File: config.mk
export PLATFORM = sky130hd
export DESIGN_NAME = au_abs_accum
export DESIGN_NICKNAME = d
export VERILOG_FILES = /design/src/rtl/au_abs_accum.sv
export SDC_FILE = /design/constraint.sdc
export NUM_CORES = 1
export LEC_CHECK = 0
export CAP_MARGIN = 20
export CORE_MARGIN = 2
export CORE_UTILIZATION = 53
export DETAILED_ROUTE_END_ITERATION = 7
export PLACE_DENSITY = 0.82
export RECOVER_POWER = 25
export SYNTH_ARGS = -nofsm -noshare
export SYNTH_HDL_FRONTEND = slang
export SYNTH_SLANG_ARGS = --single-unit
File: constraint.sdc
create_clock -name clk -period 2.7 [get_ports clk]
set_input_delay 0.54 -clock clk [delete_from_list [all_inputs] [get_ports clk]]
set_output_delay 0.54 -clock clk [all_outputs]
set_load 0.02 [all_outputs]
File: src/rtl/au_abs_accum.sv
// Streaming sum-of-magnitudes accumulator: takes signed samples, sums |a| over
// blocks of LEN (or fewer on flush) and offers each block total on a handshake.
module au_abs_accum #(
  parameter int WIDTH = 8,
  parameter int LEN = 16,
  localparam int ACC_WIDTH = WIDTH + $clog2(LEN),
  localparam int CNT_WIDTH = $clog2(LEN + 1)
) (
  input  logic                 clk,
  input  logic                 rst_n,
  input  logic                 in_valid,
  output logic                 in_ready,
  input  logic [WIDTH-1:0]     a,
  input  logic                 flush,
  output logic                 out_valid,
  input  logic                 out_ready,
  output logic [ACC_WIDTH-1:0] sum,
  output logic [CNT_WIDTH-1:0] cnt
);

  typedef enum logic {ACC, HOLD} state_t;

  state_t               state, state_next;
  logic [ACC_WIDTH-1:0] acc, acc_next;
  logic [CNT_WIDTH-1:0] n, n_next;
  logic [WIDTH-1:0]     mag;
  logic                 close;

  // The most-negative input negates to itself, which read unsigned is 2^(WIDTH-1).
  assign mag = a[WIDTH-1] ? (~a + 1'b1) : a;

  // NOTE: every signal driven here gets a default first, so no path leaves one
  // unassigned and no latch is inferred.
  always_comb begin
    state_next = state;
    acc_next   = acc;
    n_next     = n;
    close      = 1'b0;
    in_ready   = (state == ACC);
    out_valid  = (state == HOLD);
    case (state)
      ACC: begin
        if (in_valid) begin
          acc_next = acc + ACC_WIDTH'(mag);
          n_next   = n + 1'b1;
        end
        // A flush closes only a non-empty block, counting a same-cycle sample.
        close = (in_valid && n_next == CNT_WIDTH'(LEN)) || (flush && n_next != '0);
        if (close) state_next = HOLD;
      end
      HOLD: begin
        if (out_ready) state_next = ACC;
      end
      default: state_next = ACC;
    endcase
  end

  // NOTE: state registers use non-blocking assignments so every flop samples
  // the pre-edge values regardless of process ordering.
  always_ff @(posedge clk or negedge rst_n) begin
    if (!rst_n) begin
      state <= ACC;
      acc   <= '0;
      n     <= '0;
      sum   <= '0;
      cnt   <= '0;
    end else begin
      state <= state_next;
      if (close) begin
        sum <= acc_next;
        cnt <= n_next;
        acc <= '0;
        n   <= '0;
      end else begin
        acc <= acc_next;
        n   <= n_next;
      end
    end
  end

endmodule
==> metrics.log, run 1 <==
INFO  metric switching_share = 41.93%
INFO  metric worst_r2r_start = n[0]$_DFF_PN0_
INFO  metric critical_path_arrival = 2770 ps
INFO  metric num_rows = 22
INFO  metric ys_dominant_reg_cell = sky130_fd_sc_hd__dfrtp_1
INFO  metric p_sw = 1.133 mW
INFO  metric final_max_slew_viol_count = 0
INFO  metric gr-usage-all-layers = 24.12%
INFO  metric worstPathRequired = 2870 ps
INFO  metric place_hpwl = 2.995 mm
INFO  metric critical_path.cell_chain = clkdlybuf4s50_1 -> nor4_2 -> nand2_1 -> nand2_2 -> xnor2_2 -> ha_1 -> and2_4 -> a21o_1 -> a22o_1 -> nand4_1 -> xor2_1 -> o21ai_1
INFO  metric fmax = 0.3848 GHz
INFO  metric layout-area-overhead-vs-synth = 36.36%
INFO  metric firstDrtPassIters = 4
INFO  metric totalWireLength = 4.591 mm
INFO  metric syn-mean-instance-area = 9.301 µm²
INFO  metric post_synth_fa_ha_maj_area_fraction = 7.360%
INFO  metric hold_path_startpoint = sum[8]$_DFFE_PN0P_
INFO  metric critical_path_source = a[5]
INFO  metric die_height = 65.00 µm
INFO  metric place.gp.congestion = 0.8512
INFO  metric synthXorXnorAreaFrac = 8.439%
INFO  metric hold_slack = 481.6 ps
INFO  metric combinational_family_with_the_most_area_after_synthesis = simple AND/OR/NAND/NOR gates
INFO  metric clock-skew-final = 9.235 ps
INFO  metric clock_network_power_share = 14.3%
INFO  metric drive_gt1_share = 22.22%
INFO  metric finalCriticalPeriod = 2598 ps
INFO  metric pwr-share-comb = 53.9%
INFO  metric wire_per_inst = 14.44 µm
INFO  metric start_util = 54.68%
INFO  metric ys_types = 42
INFO  metric seqPwrFrac = 31.9%
INFO  metric hold_class = flop to flop
INFO  metric cts.reportedPaths.clkPinSlew = 70 ps
INFO  metric endpoint = sum[11]$_DFFE_PN0P_
INFO  metric placed_area = 2481 µm²
INFO  metric io_pins = 32
INFO  metric yosysWarnings = 0
INFO  metric relSlewSlack = 43.27%
INFO  metric worstReg2RegEnd = sum[4]$_DFFE_PN0P_
INFO  metric clock_latency = 300 ps
INFO  metric grt_pass1_wl = 7.624 mm
INFO  metric yosys.area_share.simple = 18.40%
INFO  metric nNetsFinal = 293
INFO  metric synth.net_count = 236
INFO  metric grt_start_max_net_pins = 36
INFO  metric final_cell_area = 2689 µm²
INFO  metric post_drt_via_cell_ratio = 5.462
INFO  metric first_global_vias = 1,708
INFO  metric synth-compound-area-share = 15.16%
INFO  metric worstPathBufferInverterCount = 1
INFO  metric route.detailed.drc = 0
INFO  metric critPathSlowestCell = sky130_fd_sc_hd__clkdlybuf4s50_1
INFO  metric globalRoute.busiestLayer = met2
INFO  metric timing_hold_violations_final = 0
INFO  metric status = completed
INFO  metric power.internal = 1.570 mW
INFO  metric worst-slew-pin-transition = 851.0 ps
INFO  metric antenna_left = 0
INFO  metric post_synthesis_instance_total = 212
INFO  metric leak = 1.278 nW
INFO  metric synth_seq_area_share = 44.42%
INFO  metric crit_path_end_kind = flop
INFO  metric buffer_ports.inserted = 31
INFO  metric synthMuxAreaShare = 2.602%
INFO  metric tritoncts.num_buffers = 5
INFO  metric tritoncts = built
INFO  metric critical_path_cell_count = 12
INFO  metric clock_sink_count = 35
INFO  metric cp_slowest_stage_delay = 430 ps
INFO  metric power_density = 1005 nW/µm²
INFO  metric period_share = 96.24%
INFO  metric maximum_buffer_depth_of_the_clock_tree = 2
INFO  metric buffer_type_at_the_clock_tree_root = sky130_fd_sc_hd__clkbuf_8
INFO  metric ctsHtreeMaxLevel = 2
INFO  metric antenna_found_initial = 0
INFO  metric max-cap-violations = 0
INFO  metric dr_total_vias = 1,737
INFO  metric core-area = 3606 µm²
INFO  metric grt_remaining_overflow = 0
INFO  metric crit_type = input pin to flop
INFO  metric grtUsageMet3 = 6.076%
INFO  metric critPathTopFamily = simple AND/OR/NAND/NOR gates
INFO  metric synth_seq_cells = 35
INFO  metric synth-edff-count = 0
INFO  metric floorplan.die_area = 4224 µm²
INFO  metric die_x = 65.00 µm
INFO  metric critical_path.startpoint_type = input pin
INFO  metric ff2ff_setup_slack = 550 ps
INFO  metric reg2reg_depth = 7
INFO  metric max-vdd-ir-drop = 0.6532 mV
INFO  metric num_antenna_cells = 0
INFO  metric grt_use_met1 = 28.30%
INFO  metric report.final.setup_viol = 0
INFO  metric detailedRoute.firstIterationViolations = 50
INFO  metric groute.layer.met2.usage = 42.01%
INFO  metric asyncSetResetFlopFracSynth = 100.0%
INFO  metric critical_path_peak_fanout = 4
INFO  metric syn_std_cell_area = 1972 µm²
[cells by family after synthesis]
group,count (synthesis)
muxes,5
DFF,35
AOI/OAI and AO/OA,49
adders and majority gates,11
xor gates and xnor gates,19
buffers and inverters,14
and+or+nand+nor,79
[state kept, by name, summed over array words and instances, names as in the netlist]
register and count:
acc 12, sum 12, cnt 5, n 5, out_valid 1
[layout make-up]
type	count	area [µm²]
clock buffers	5	68.82
clock inverters	3	20.02
fillers	258	917.1
inverters	6	22.52
multi-input cells	163	1124
flip-flops and latches	35	875.8
well taps	48	60.06
repair buffers	58	518.0
[through the flow]
| step | instances | worst slack [ps] | setup TNS [ps] | utilization, % | total power, mW |
|---|---|---|---|---|---|
| final | 318 | 101.6 | 0 | 74.57 | 2.703 |
| after global routing | 318 | -11.32 | -11.32 | 74.57 | 2.900 |
| after CTS | 316 | 0.01910 | 0 | 73.32 | 2.679 |
| after detailed placement | 308 | -536.8 | -7693 | 68.81 | 2.192 |
| after global placement | 308 | -460.0 | -6385 | 68.81 | 2.148 |
| after floorplan | 212 | 107.6 | 0 | - | 1.691 |
[power by group through the flow]
stage / Sequential (mW) / Clock [mW] / Combinational [mW]
2_1_floorplan: 0.944 / 0 / 0.747
3_3_place_gp: 0.855 / 0 / 1.29
3_5_place_dp: 0.859 / 0 / 1.33
4_1_cts: 0.860 / 0.392 / 1.43
5_1_grt: 0.884 / 0.420 / 1.60
6_report: 0.861 / 0.386 / 1.46
[what timing repair did]
item,in CTS,in global routing
setup endpoints to repair,16,12
endpoints found under the hold margin,0,0
gates resized for setup,23,9
pin swaps,14,9
setup buffers,1,2
hold buffers,0,0
[worst register-to-register path, delay by kind of cell (launching register included)]
family,cells,cell delay [ps]
flops,1,450
fa+ha+maj,1,280
compound gates,3,520
simple gates,2,630
xor+xnor,1,150
[cells in the final DEF, fill, tap and decap left out, types with 2 or more instances in the layout]
cell type                         netlist  layout
sky130_fd_sc_hd__a21o_1                 4       4
sky130_fd_sc_hd__a21oi_1                7       5
sky130_fd_sc_hd__a21oi_2                0       2
sky130_fd_sc_hd__a31oi_1                3       3
sky130_fd_sc_hd__and3_1                 2       2
sky130_fd_sc_hd__buf_4                  0      26
sky130_fd_sc_hd__clkbuf_8               0       5
sky130_fd_sc_hd__clkdlybuf4s50_1        0      24
sky130_fd_sc_hd__clkinvlp_4             0       2
sky130_fd_sc_hd__dfrtp_1               35      35
sky130_fd_sc_hd__dlygate4sd2_1          0       2
sky130_fd_sc_hd__dlymetal6s2s_1         0       4
sky130_fd_sc_hd__ha_1                  10       8
sky130_fd_sc_hd__inv_1                  6       5
sky130_fd_sc_hd__mux2i_1                4       4
sky130_fd_sc_hd__nand2_1               29      27
sky130_fd_sc_hd__nand2_2                0       2
sky130_fd_sc_hd__nand3_1                3       3
sky130_fd_sc_hd__nand4_1                4       4
sky130_fd_sc_hd__nor2_1                27      27
sky130_fd_sc_hd__nor2b_1                3       2
sky130_fd_sc_hd__nor3_1                 2       2
sky130_fd_sc_hd__o211ai_1               3       3
sky130_fd_sc_hd__o21ai_0                6       3
sky130_fd_sc_hd__o21ai_1               15      15
sky130_fd_sc_hd__o21ai_2                0       3
sky130_fd_sc_hd__o31ai_1                2       2
sky130_fd_sc_hd__xnor2_1                9       7
sky130_fd_sc_hd__xnor2_2                0       2
sky130_fd_sc_hd__xor2_1                10       9
[cell usage after synthesis, types with 3 or more instances]
| cell type | n | area [µm²] |
|---|---|---|
| sky130_fd_sc_hd__a21o_1 | 4 | 30.03 |
| sky130_fd_sc_hd__a21oi_1 | 7 | 35.03 |
| sky130_fd_sc_hd__a31oi_1 | 3 | 18.77 |
| sky130_fd_sc_hd__buf_2 | 3 | 15.01 |
| sky130_fd_sc_hd__clkbuf_1 | 3 | 11.26 |
| sky130_fd_sc_hd__dfrtp_1 | 35 | 875.8 |
| sky130_fd_sc_hd__ha_1 | 10 | 125.1 |
| sky130_fd_sc_hd__inv_1 | 6 | 22.52 |
| sky130_fd_sc_hd__mux2i_1 | 4 | 40.04 |
| sky130_fd_sc_hd__nand2_1 | 29 | 108.9 |
| sky130_fd_sc_hd__nand3_1 | 3 | 15.01 |
| sky130_fd_sc_hd__nand4_1 | 4 | 25.02 |
| sky130_fd_sc_hd__nor2_1 | 27 | 101.4 |
| sky130_fd_sc_hd__nor2b_1 | 3 | 18.77 |
| sky130_fd_sc_hd__o211ai_1 | 3 | 22.52 |
| sky130_fd_sc_hd__o21ai_0 | 6 | 30.03 |
| sky130_fd_sc_hd__o21ai_1 | 15 | 75.07 |
| sky130_fd_sc_hd__xnor2_1 | 9 | 78.83 |
| sky130_fd_sc_hd__xor2_1 | 10 | 87.58 |
[metal layers]
| metal | vias to the layer above | wire, µm |
|---|---|---|
| met5 | - | 0 |
| met3 | 12 | 190 |
| met2 | 43 | 2387 |
| li1 | 845 | - |
| met4 | 0 | 107 |
| met1 | 837 | 1905 |
[worst min-delay path by stage]
stage	endpoint	slack, ps	depth (start not counted)
after detailed placement	sum[8]$_DFFE_PN0P_	470	2
after global placement	cnt[2]$_DFFE_PN0P_	470	2
after global routing	sum[8]$_DFFE_PN0P_	520	2
after floorplan	acc[0]$_DFF_PN0_	240	0
after CTS	sum[8]$_DFFE_PN0P_	490	2
final	sum[8]$_DFFE_PN0P_	480	2
No activity file was read; power rests on OpenSTA's default activity.
==> inputs of run 2 (changes only) <==
ABC_AREA = 1   (was unset)
CORE_UTILIZATION = 54   (was 53)
MAX_ROUTING_LAYER = met4   (was unset)
PLACE_DENSITY = 0.83   (was 0.82)
SKIP_CTS_REPAIR_TIMING = 1   (was unset)
==> run 2 against run 1 <==
- the flow now finishes with violations (capacitance limit, slew limit)
- core utilization fell by 1.5 points
- power up 5.8%
- clock skew shrank 4.0 ps
- final cell count increased by 21%
- setup slack improved by 7.3 ps
- first-iteration DRC count is 54% higher
- critical path depth increased by 3
- global-route usage up 0.47 points
- non-clock buffer count fell by 10
- final area grew 0.28%
- sequential share of layout area is 0.091 points lower
==> metrics.log, run 2 <==
INFO  metric worstReg2RegEnd = out_valid$_DFF_PN0_ (was sum[4]$_DFFE_PN0P_)
INFO  metric leak = 1.395 nW (was 1.278 nW)
INFO  metric yosysWarnings = 0 (unchanged)
INFO  metric biggestRegsByFlops = acc (12), sum (12) (unchanged)
INFO  metric clock-skew-final = 5.201 ps (was 9.235 ps)
INFO  metric route.detailed.drc = 0 (unchanged)
INFO  metric synth_seq_cells = 35 (unchanged)
INFO  metric status = complete, but fails checks (was completed)
INFO  metric final_common_cell = sky130_fd_sc_hd__nand2_1 (was sky130_fd_sc_hd__dfrtp_1)
INFO  metric synthXorXnorAreaFrac = 3.763% (was 8.439%)
INFO  metric antenna_left = 0 (unchanged)
INFO  metric buffer_ports.inserted = 31 (unchanged)
INFO  metric die_x = 66.28 µm (was 65.00 µm)
INFO  metric hold_class = flop to flop (unchanged)
INFO  metric reg2reg_depth = 11 (was 7)
INFO  metric layout-area-overhead-vs-synth = 28.73% (was 36.36%)
INFO  metric worst_hold_path_ep = cnt[0]$_DFFE_PN0P_ (was sum[8]$_DFFE_PN0P_)
INFO  metric yosys.area_share.simple = 29.27% (was 18.40%)
INFO  metric worstPathBufferInverterCount = 2 (was 1)
INFO  metric fin_setup_tns = 0 ps (unchanged)
INFO  metric critical_path.startpoint_type = input pin (unchanged)
INFO  metric fmax = 0.3859 GHz (was 0.3848 GHz)
INFO  metric hold_slack = 486.8 ps (was 481.6 ps)
INFO  metric finalCriticalPeriod = 2591 ps (was 2598 ps)
INFO  metric worst-slew-pin-transition = 1785 ps (was 851.0 ps)
INFO  metric first_global_vias = 1,877 (was 1,708)
INFO  metric wire_per_inst = 12.04 µm (was 14.44 µm)
INFO  metric critical_path_arrival = 2800 ps (was 2770 ps)
INFO  metric tritoncts = built (unchanged)
INFO  metric crit_path_end_kind = flop (unchanged)
INFO  metric combinational_family_with_the_most_area_after_synthesis = simple AND/OR/NAND/NOR gates (unchanged)
INFO  metric synth-compound-area-share = 8.124% (was 15.16%)
INFO  metric max-cap-violations = 1 (was 0)
INFO  metric gr-usage-all-layers = 24.59% (was 24.12%)
INFO  metric post_synth_most_frequent_cells = 96 x sky130_fd_sc_hd__nand2_1, 38 x sky130_fd_sc_hd__inv_1, 35 x sky130_fd_sc_hd__dfrtp_1 (was 35 x sky130_fd_sc_hd__dfrtp_1, 29 x sky130_fd_sc_hd__nand2_1, 27 x sky130_fd_sc_hd__nor2_1)
INFO  metric cts.reportedPaths.clkPinSlew = 60 ps (was 70 ps)
INFO  metric post_synthesis_instance_total = 288 (was 212)
INFO  metric relSlewSlack = -18.99% (was 43.27%)
INFO  metric critPathSlowestCell = sky130_fd_sc_hd__clkdlybuf4s50_1 (unchanged)
INFO  metric hold_path_startpoint = cnt[0]$_DFFE_PN0P_ (was sum[8]$_DFFE_PN0P_)
INFO  metric critical_path.cell_chain = clkdlybuf4s50_1 -> inv_1 -> ha_1 -> nand2_1 -> o31ai_2 -> xor2_1 -> ha_1 -> nand2_1 -> nor2_1 -> nand3_1 -> nand3_2 -> nand2_1 -> nand2_1 -> nand2_1 -> o21ai_0 (was clkdlybuf4s50_1 -> nor4_2 -> nand2_1 -> nand2_2 -> xnor2_2 -> ha_1 -> and2_4 -> a21o_1 -> a22o_1 -> nand4_1 -> xor2_1 -> o21ai_1)
INFO  metric ff2ff_setup_slack = 850 ps (was 550 ps)
INFO  metric post_synth_fa_ha_maj_area_fraction = 6.930% (was 7.360%)
INFO  metric num_rows = 22 (unchanged)
INFO  metric grt_setup_unrepaired = true
INFO  metric firstDrtPassIters = 4 (unchanged)
INFO  metric io_pins = 32 (unchanged)
INFO  metric start_util = 56.78% (was 54.68%)
INFO  metric timing_hold_violations_final = 0 (unchanged)
INFO  metric detailedRoute.firstIterationViolations = 77 (was 50)
INFO  metric post_synth_main_area_contributors = sky130_fd_sc_hd__dfrtp_1 42%, sky130_fd_sc_hd__nand2_1 17%, sky130_fd_sc_hd__inv_1 6.8% (was sky130_fd_sc_hd__dfrtp_1 44%, sky130_fd_sc_hd__ha_1 6.3%, sky130_fd_sc_hd__nand2_1 5.5%)
INFO  metric nNetsFinal = 360 (was 293)
INFO  metric ys_types = 27 (was 42)
INFO  metric grt_remaining_overflow = 0 (unchanged)
INFO  metric layout.cells.most_common_list = 92 x sky130_fd_sc_hd__nand2_1, 37 x sky130_fd_sc_hd__inv_1, 35 x sky130_fd_sc_hd__dfrtp_1 (was 35 x sky130_fd_sc_hd__dfrtp_1, 27 x sky130_fd_sc_hd__nor2_1, 27 x sky130_fd_sc_hd__nand2_1)
INFO  metric yosysMostFrequentCell = sky130_fd_sc_hd__nand2_1 (was sky130_fd_sc_hd__dfrtp_1)
INFO  metric synth.net_count = 312 (was 236)
INFO  metric synth_seq_area_share = 41.82% (was 44.42%)
INFO  metric die_height = 66.28 µm (was 65.00 µm)
INFO  metric tritoncts.num_buffers = 5 (unchanged)
INFO  metric max-vdd-ir-drop = 0.6580 mV (was 0.6532 mV)
INFO  metric buffer_type_at_the_clock_tree_root = sky130_fd_sc_hd__clkbuf_8 (unchanged)
INFO  metric worst_r2r_start = n[0]$_DFF_PN0_ (unchanged)
INFO  metric placed_area = 2551 µm² (was 2481 µm²)
INFO  metric post_drt_via_cell_ratio = 5.073 (was 5.462)
INFO  metric path_common_cell = sky130_fd_sc_hd__nand2_1
INFO  metric report.power.total = 2.860 mW (was 2.703 mW)
INFO  metric final_cell_area = 2696 µm² (was 2689 µm²)
INFO  metric final_max_slew_viol_count = 36 (was 0)
INFO  metric cp_slowest_stage_delay = 430 ps (about the same)
INFO  metric syn-mean-instance-area = 7.273 µm² (was 9.301 µm²)
INFO  metric core-area = 3689 µm² (was 3606 µm²)
INFO  metric syn_std_cell_area = 2095 µm² (was 1972 µm²)
INFO  metric num_antenna_cells = 0 (unchanged)
INFO  metric final_core_utilization = 73.10% (was 74.57%)
INFO  metric clock_sink_count = 35 (unchanged)
INFO  metric dr_total_vias = 1,953 (was 1,737)
INFO  metric totalWireLength = 4.636 mm (was 4.591 mm)
INFO  metric critPathTopFamily = simple AND/OR/NAND/NOR gates (unchanged)
INFO  metric maximum_buffer_depth_of_the_clock_tree = 2 (unchanged)
INFO  metric drive_gt1_share = 12.46% (was 22.22%)
INFO  metric synth-edff-count = 0 (unchanged)
INFO  metric violations_in_the_final_reports = capacitance limit, slew limit
INFO  metric crit_type = input pin to flop (unchanged)
INFO  metric critical_path_peak_fanout = 4 (unchanged)
INFO  metric power_density = 1061 nW/µm² (was 1005 nW/µm²)
INFO  metric report.final.setup_viol = 0 (unchanged)
INFO  metric floorplan.die_area = 4393 µm² (was 4224 µm²)
INFO  metric asyncSetResetFlopFracSynth = 100.0% (unchanged)
INFO  metric place.gp.congestion = 0.8640 (was 0.8512)
INFO  metric area_share_of_the_largest_cell_type_after_synthesis = 41.82% (was 44.42%)
INFO  metric grt_pass1_wl = 7.921 mm (was 7.624 mm)
INFO  metric ctsHtreeMaxLevel = 2 (unchanged)
INFO  metric synthMuxAreaShare = 0.9558% (was 2.602%)
INFO  metric place_hpwl = 3.456 mm (was 2.995 mm)
INFO  metric grt_start_max_net_pins = 36 (unchanged)
INFO  metric period_share = 95.97% (was 96.24%)
INFO  metric worstPathRequired = 2900 ps (was 2870 ps)
INFO  metric clock_latency = 290 ps (was 300 ps)
INFO  metric largest_area_contributor_in_the_netlist = sky130_fd_sc_hd__dfrtp_1 (unchanged)
INFO  metric antenna_found_initial = 0 (unchanged)
INFO  metric ys_dominant_reg_cell = sky130_fd_sc_hd__dfrtp_1 (unchanged)
INFO  metric hold_path_depth = 2 (unchanged)
## run 2: cell count changes in the layout (fill, tap and decap cells not counted), sizes merged, moves of 6 or more
cell and change:
buf -10, clkdlybuf4s50 +7, inv +33, nand2 +69, nand3 +17, o21ai +6, xnor2 -6
## run 2: worst max-delay path by stage
stage          startpoint                  end  slack (ps)  depth (start not counted)
2_1_floorplan        a[1]  sum[11]$_DFFE_PN0P_         460                         14
3_3_place_gp         a[1]  sum[11]$_DFFE_PN0P_        -200                         15
3_5_place_dp         a[0]  sum[11]$_DFFE_PN0P_        -240                         15
4_1_cts              a[0]  sum[11]$_DFFE_PN0P_          50                         15
5_1_grt              a[0]  sum[11]$_DFFE_PN0P_         -60                         16
6_report             a[0]  sum[11]$_DFFE_PN0P_         110                         15
## run 2: logic make-up after synthesis
family / after synthesis
and+or+nand+nor: 151
DFF: 35
buffers and inverters: 47
xor gates and xnor gates: 9
muxes: 2
AOI/OAI and AO/OA: 33
adders and majority gates: 11
## run 2: area by class of cell
type                       instances  area (µm²)
fill                             304       992.2
timing repair buffer              48       434.2
sequential                        35       875.8
tap                               48       60.06
inverter                          40       150.1
clock buffer                       8       100.1
multi-input combinational        206        1076
## run 2: worst reg2reg max path, stage by stage (launching register included)
cell and delay (ps):
sky130_fd_sc_hd__dfrtp_1 420, sky130_fd_sc_hd__ha_1 310, sky130_fd_sc_hd__nand3b_1 150, sky130_fd_sc_hd__nand2_1 70, sky130_fd_sc_hd__nand2_1 40, sky130_fd_sc_hd__inv_1 70, sky130_fd_sc_hd__nand2_1 50, sky130_fd_sc_hd__nand2_1 50
sky130_fd_sc_hd__nand2_1 60, sky130_fd_sc_hd__nand2_2 80, sky130_fd_sc_hd__buf_4 250, sky130_fd_sc_hd__o21ai_0 150
## run 2: through the flow
stage                     instances  setup slack [ps]
after floorplan                 288             463.0
after global placement          377            -201.4
after detailed placement        377            -238.0
after CTS                       385             49.75
after global routing            385            -55.39
final                           385             108.8
## run 2: where the power goes
group	internal [mW]	switching (mW)	total [mW]
Sequential	0.723	0.127	0.850
Clock	0.233	0.176	0.409
Combinational	0.664	0.937	1.60
Total	1.62	1.24	2.86
## run 2: layer usage
layer,vias up,track usage (%),wire (µm)
li1,995,-,-
met1,903,29.19,2089
met2,47,41.38,2256
met3,8,4.770,207
met4,0,9.439,83
met5,-,-,0
==> inputs of run 3 (changes only) <==
REMOVE_ABC_BUFFERS = 1   (was unset)
==> run 3 against run 2 <==
- the run now ends clean
- final cell count is 0.26% lower
- global-route usage decreased by 1.2 points
- count of clock-buffer cells in the layout down 2
- register-to-register slack gained 50 ps
- combinational power down 4%
- critical path depth is the same
- non-clock buffer count shrank 1
- sequential share of layout area is 0.12 points higher
- fmax about the same
- via count shrank 2.6%
- clock power up 18%
- largest power group unchanged
==> metrics.log, run 3 (synthesized netlist as in run 2, its figures left out) <==
INFO  metric critical_path.startpoint_type = input pin (unchanged)
INFO  metric fmax = 0.3857 GHz (was 0.3859 GHz)
INFO  metric layout.filler_cells = 297 (was 304)
INFO  metric die_x = 66.28 µm (unchanged)
INFO  metric status = completed (was complete, but fails checks)
INFO  metric gr-usage-all-layers = 23.37% (was 24.59%)
INFO  metric finalCriticalPeriod = 2593 ps (was 2591 ps)
INFO  metric critical_path_peak_fanout = 6 (was 4)
INFO  metric wire_per_inst = 11.36 µm (was 12.04 µm)
INFO  metric firstDrtPassIters = 4 (unchanged)
INFO  metric nNetsFinal = 359 (was 360)
INFO  metric antenna_left = 0 (unchanged)
INFO  metric io_pins = 32 (unchanged)
INFO  metric buffer_type_at_the_clock_tree_root = sky130_fd_sc_hd__clkbuf_8 (unchanged)
INFO  metric placed_area = 2544 µm² (was 2551 µm²)
INFO  metric antenna_found_initial = 0 (unchanged)
INFO  metric cts.reportedPaths.clkPinSlew = 70 ps (was 60 ps)
INFO  metric grt_pass1_wl = 7.569 mm (was 7.921 mm)
INFO  metric report.final.setup_viol = 0 (unchanged)
INFO  metric grt_remaining_overflow = 0 (unchanged)
INFO  metric final_max_slew_viol_count = 0 (was 36)
INFO  metric worst-slew-pin-transition = 819.8 ps (was 1785 ps)
INFO  metric totalWireLength = 4.361 mm (was 4.636 mm)
INFO  metric clock_network_power_share = 16.8% (was 14.3%)
INFO  metric switching_share = 42.00% (was 43.38%)
INFO  metric p_sw = 1.208 mW (was 1.241 mW)
INFO  metric power.internal = 1.668 mW (was 1.619 mW)
INFO  metric tritoncts = built (unchanged)
INFO  metric core-area = 3689 µm² (unchanged)
INFO  metric dr_total_vias = 1,902 (was 1,953)
INFO  metric num_antenna_cells = 0 (unchanged)
INFO  metric relSlewSlack = 45.35% (was -18.99%)
INFO  metric max-cap-violations = 0 (was 1)
INFO  metric final_cell_area = 2686 µm² (was 2696 µm²)
INFO  metric post_drt_via_cell_ratio = 4.953 (was 5.073)
INFO  metric fin_setup_tns = 0 ps (unchanged)
INFO  metric clock-skew-final = 5.526 ps (was 5.201 ps)
INFO  metric crit_path_end_kind = flop (unchanged)
INFO  metric maximum_buffer_depth_of_the_clock_tree = 2 (unchanged)
INFO  metric num_rows = 22 (unchanged)
INFO  metric detailedRoute.firstIterationViolations = 79 (was 77)
INFO  metric timing_hold_violations_final = 0 (unchanged)
INFO  metric first_global_vias = 1,792 (was 1,877)
INFO  metric buffer_ports.inserted = 31 (unchanged)
INFO  metric biggestRegsByFlops = acc (12), sum (12) (unchanged)
INFO  metric floorplan.die_area = 4393 µm² (unchanged)
INFO  metric place.gp.congestion = 0.8711 (was 0.8640)
INFO  metric hold_class = flop to flop (unchanged)
INFO  metric max-vdd-ir-drop = 0.6773 mV (was 0.6580 mV)
INFO  metric seqPwrFrac = 29.6% (was 29.7%)
INFO  metric pwr-share-comb = 53.6% (was 56.0%)
INFO  metric place_hpwl = 3.188 mm (was 3.456 mm)
INFO  metric power_density = 1071 nW/µm² (was 1061 nW/µm²)
INFO  metric leak = 1.403 nW (was 1.395 nW)
INFO  metric tritoncts.num_buffers = 5 (unchanged)
INFO  metric critical_path_arrival = 2800 ps (about the same)
INFO  metric drive_gt1_share = 10.71% (was 12.46%)
INFO  metric period_share = 96.03% (was 95.97%)
INFO  metric crit_type = input pin to flop (unchanged)
INFO  metric final_common_cell = sky130_fd_sc_hd__nand2_1 (unchanged)
INFO  metric route.detailed.drc = 0 (unchanged)
INFO  metric grt_start_max_net_pins = 36 (unchanged)
INFO  metric layout-area-overhead-vs-synth = 28.26% (was 28.73%)
INFO  metric start_util = 56.78% (unchanged)
INFO  metric worstPathRequired = 2910 ps (was 2900 ps)
INFO  metric grt_setup_unrepaired = true (unchanged)
INFO  metric die_height = 66.28 µm (unchanged)
INFO  metric clock_sink_count = 35 (unchanged)
INFO  metric ctsHtreeMaxLevel = 2 (unchanged)
INFO  metric layout.cells.most_common_list = 95 x sky130_fd_sc_hd__nand2_1, 38 x sky130_fd_sc_hd__inv_1, 35 x sky130_fd_sc_hd__dfrtp_1 (was 92 x sky130_fd_sc_hd__nand2_1, 37 x sky130_fd_sc_hd__inv_1, 35 x sky130_fd_sc_hd__dfrtp_1)
INFO  metric clock_latency = 290 ps (about the same)
## run 3: critical path, stage by stage
cell and delay [ps]:
sky130_fd_sc_hd__clkdlybuf4s50_1 480, sky130_fd_sc_hd__inv_1 50, sky130_fd_sc_hd__ha_1 200, sky130_fd_sc_hd__nand2_1 110, sky130_fd_sc_hd__o31ai_2 70, sky130_fd_sc_hd__xor2_1 150, sky130_fd_sc_hd__ha_1 410, sky130_fd_sc_hd__nand2_2 90
sky130_fd_sc_hd__nor2_1 140, sky130_fd_sc_hd__nand3_1 110, sky130_fd_sc_hd__nand3_2 130, sky130_fd_sc_hd__nand2_1 60, sky130_fd_sc_hd__nand2_1 60, sky130_fd_sc_hd__nand2_1 60, sky130_fd_sc_hd__o21ai_0 140
## run 3: through the flow
stage | util [%] | total power, mW | cells | hold WS, ps | worst slack [ps]
finish | 72.83 | 2.876 | 384 | 496.4 | 107.2
detailed placement | 68.96 | 2.363 | 376 | 478.3 | -277.6
CTS | 72.15 | 2.862 | 384 | 494.4 | 17.38
global placement | 68.96 | 2.315 | 376 | 466.9 | -246.4
global route | 72.83 | 3.146 | 384 | 512.4 | -28.52
floorplan | - | 1.801 | 281 | 244.4 | 449.1
## run 3: metal layers
metal	up-vias	track usage [%]	share of wire, %
met5	-	-	0
met4	0	8.418	1.5
met3	6	5.111	3.8
met2	34	36.00	46
met1	876	30.56	49
li1	986	-	-
## run 3: final timing paths
| kind | from | endpoint | slack, ps | cells after the start |
|---|---|---|---|---|
| worst max-delay path | a[0] | sum[11]$_DFFE_PN0P_ | 110 | 15 |
| worst max register to register | n[0]$_DFF_PN0_ | out_valid$_DFF_PN0_ | 900 | 11 |
| worst min register to register | sum[11]$_DFFE_PN0P_ | sum[11]$_DFFE_PN0P_ | 500 | 2 |
| min in group asynchronous | rst_n | cnt[4]$_DFFE_PN0P_ | 870 | 2 |
| worst min-delay path | sum[11]$_DFFE_PN0P_ | sum[11]$_DFFE_PN0P_ | 500 | 2 |
| max in group asynchronous | rst_n | sum[7]$_DFFE_PN0P_ | 1320 | 2 |
## run 3: area by class of cell
cell class | instances | area, µm² | share of cell area, %
clock buffers | 6 | 82.58 | 3.074
repair buffers | 47 | 427.9 | 15.93
flip-flops and latches | 35 | 875.8 | 32.60
clock inverters | 2 | 35.03 | 1.304
well taps | 48 | 60.06 | 2.236
multi-input cells | 206 | 1055 | 39.26
inverters | 40 | 150.1 | 5.589
## run 3: power groups by stage
stage | registers [mW] | clock network (mW) | logic (mW)
floorplan | 0.952 | 0 | 0.849
global placement | 0.852 | 0 | 1.46
detailed placement | 0.855 | 0 | 1.51
CTS | 0.850 | 0.494 | 1.52
global route | 0.877 | 0.520 | 1.75
finish | 0.850 | 0.484 | 1.54
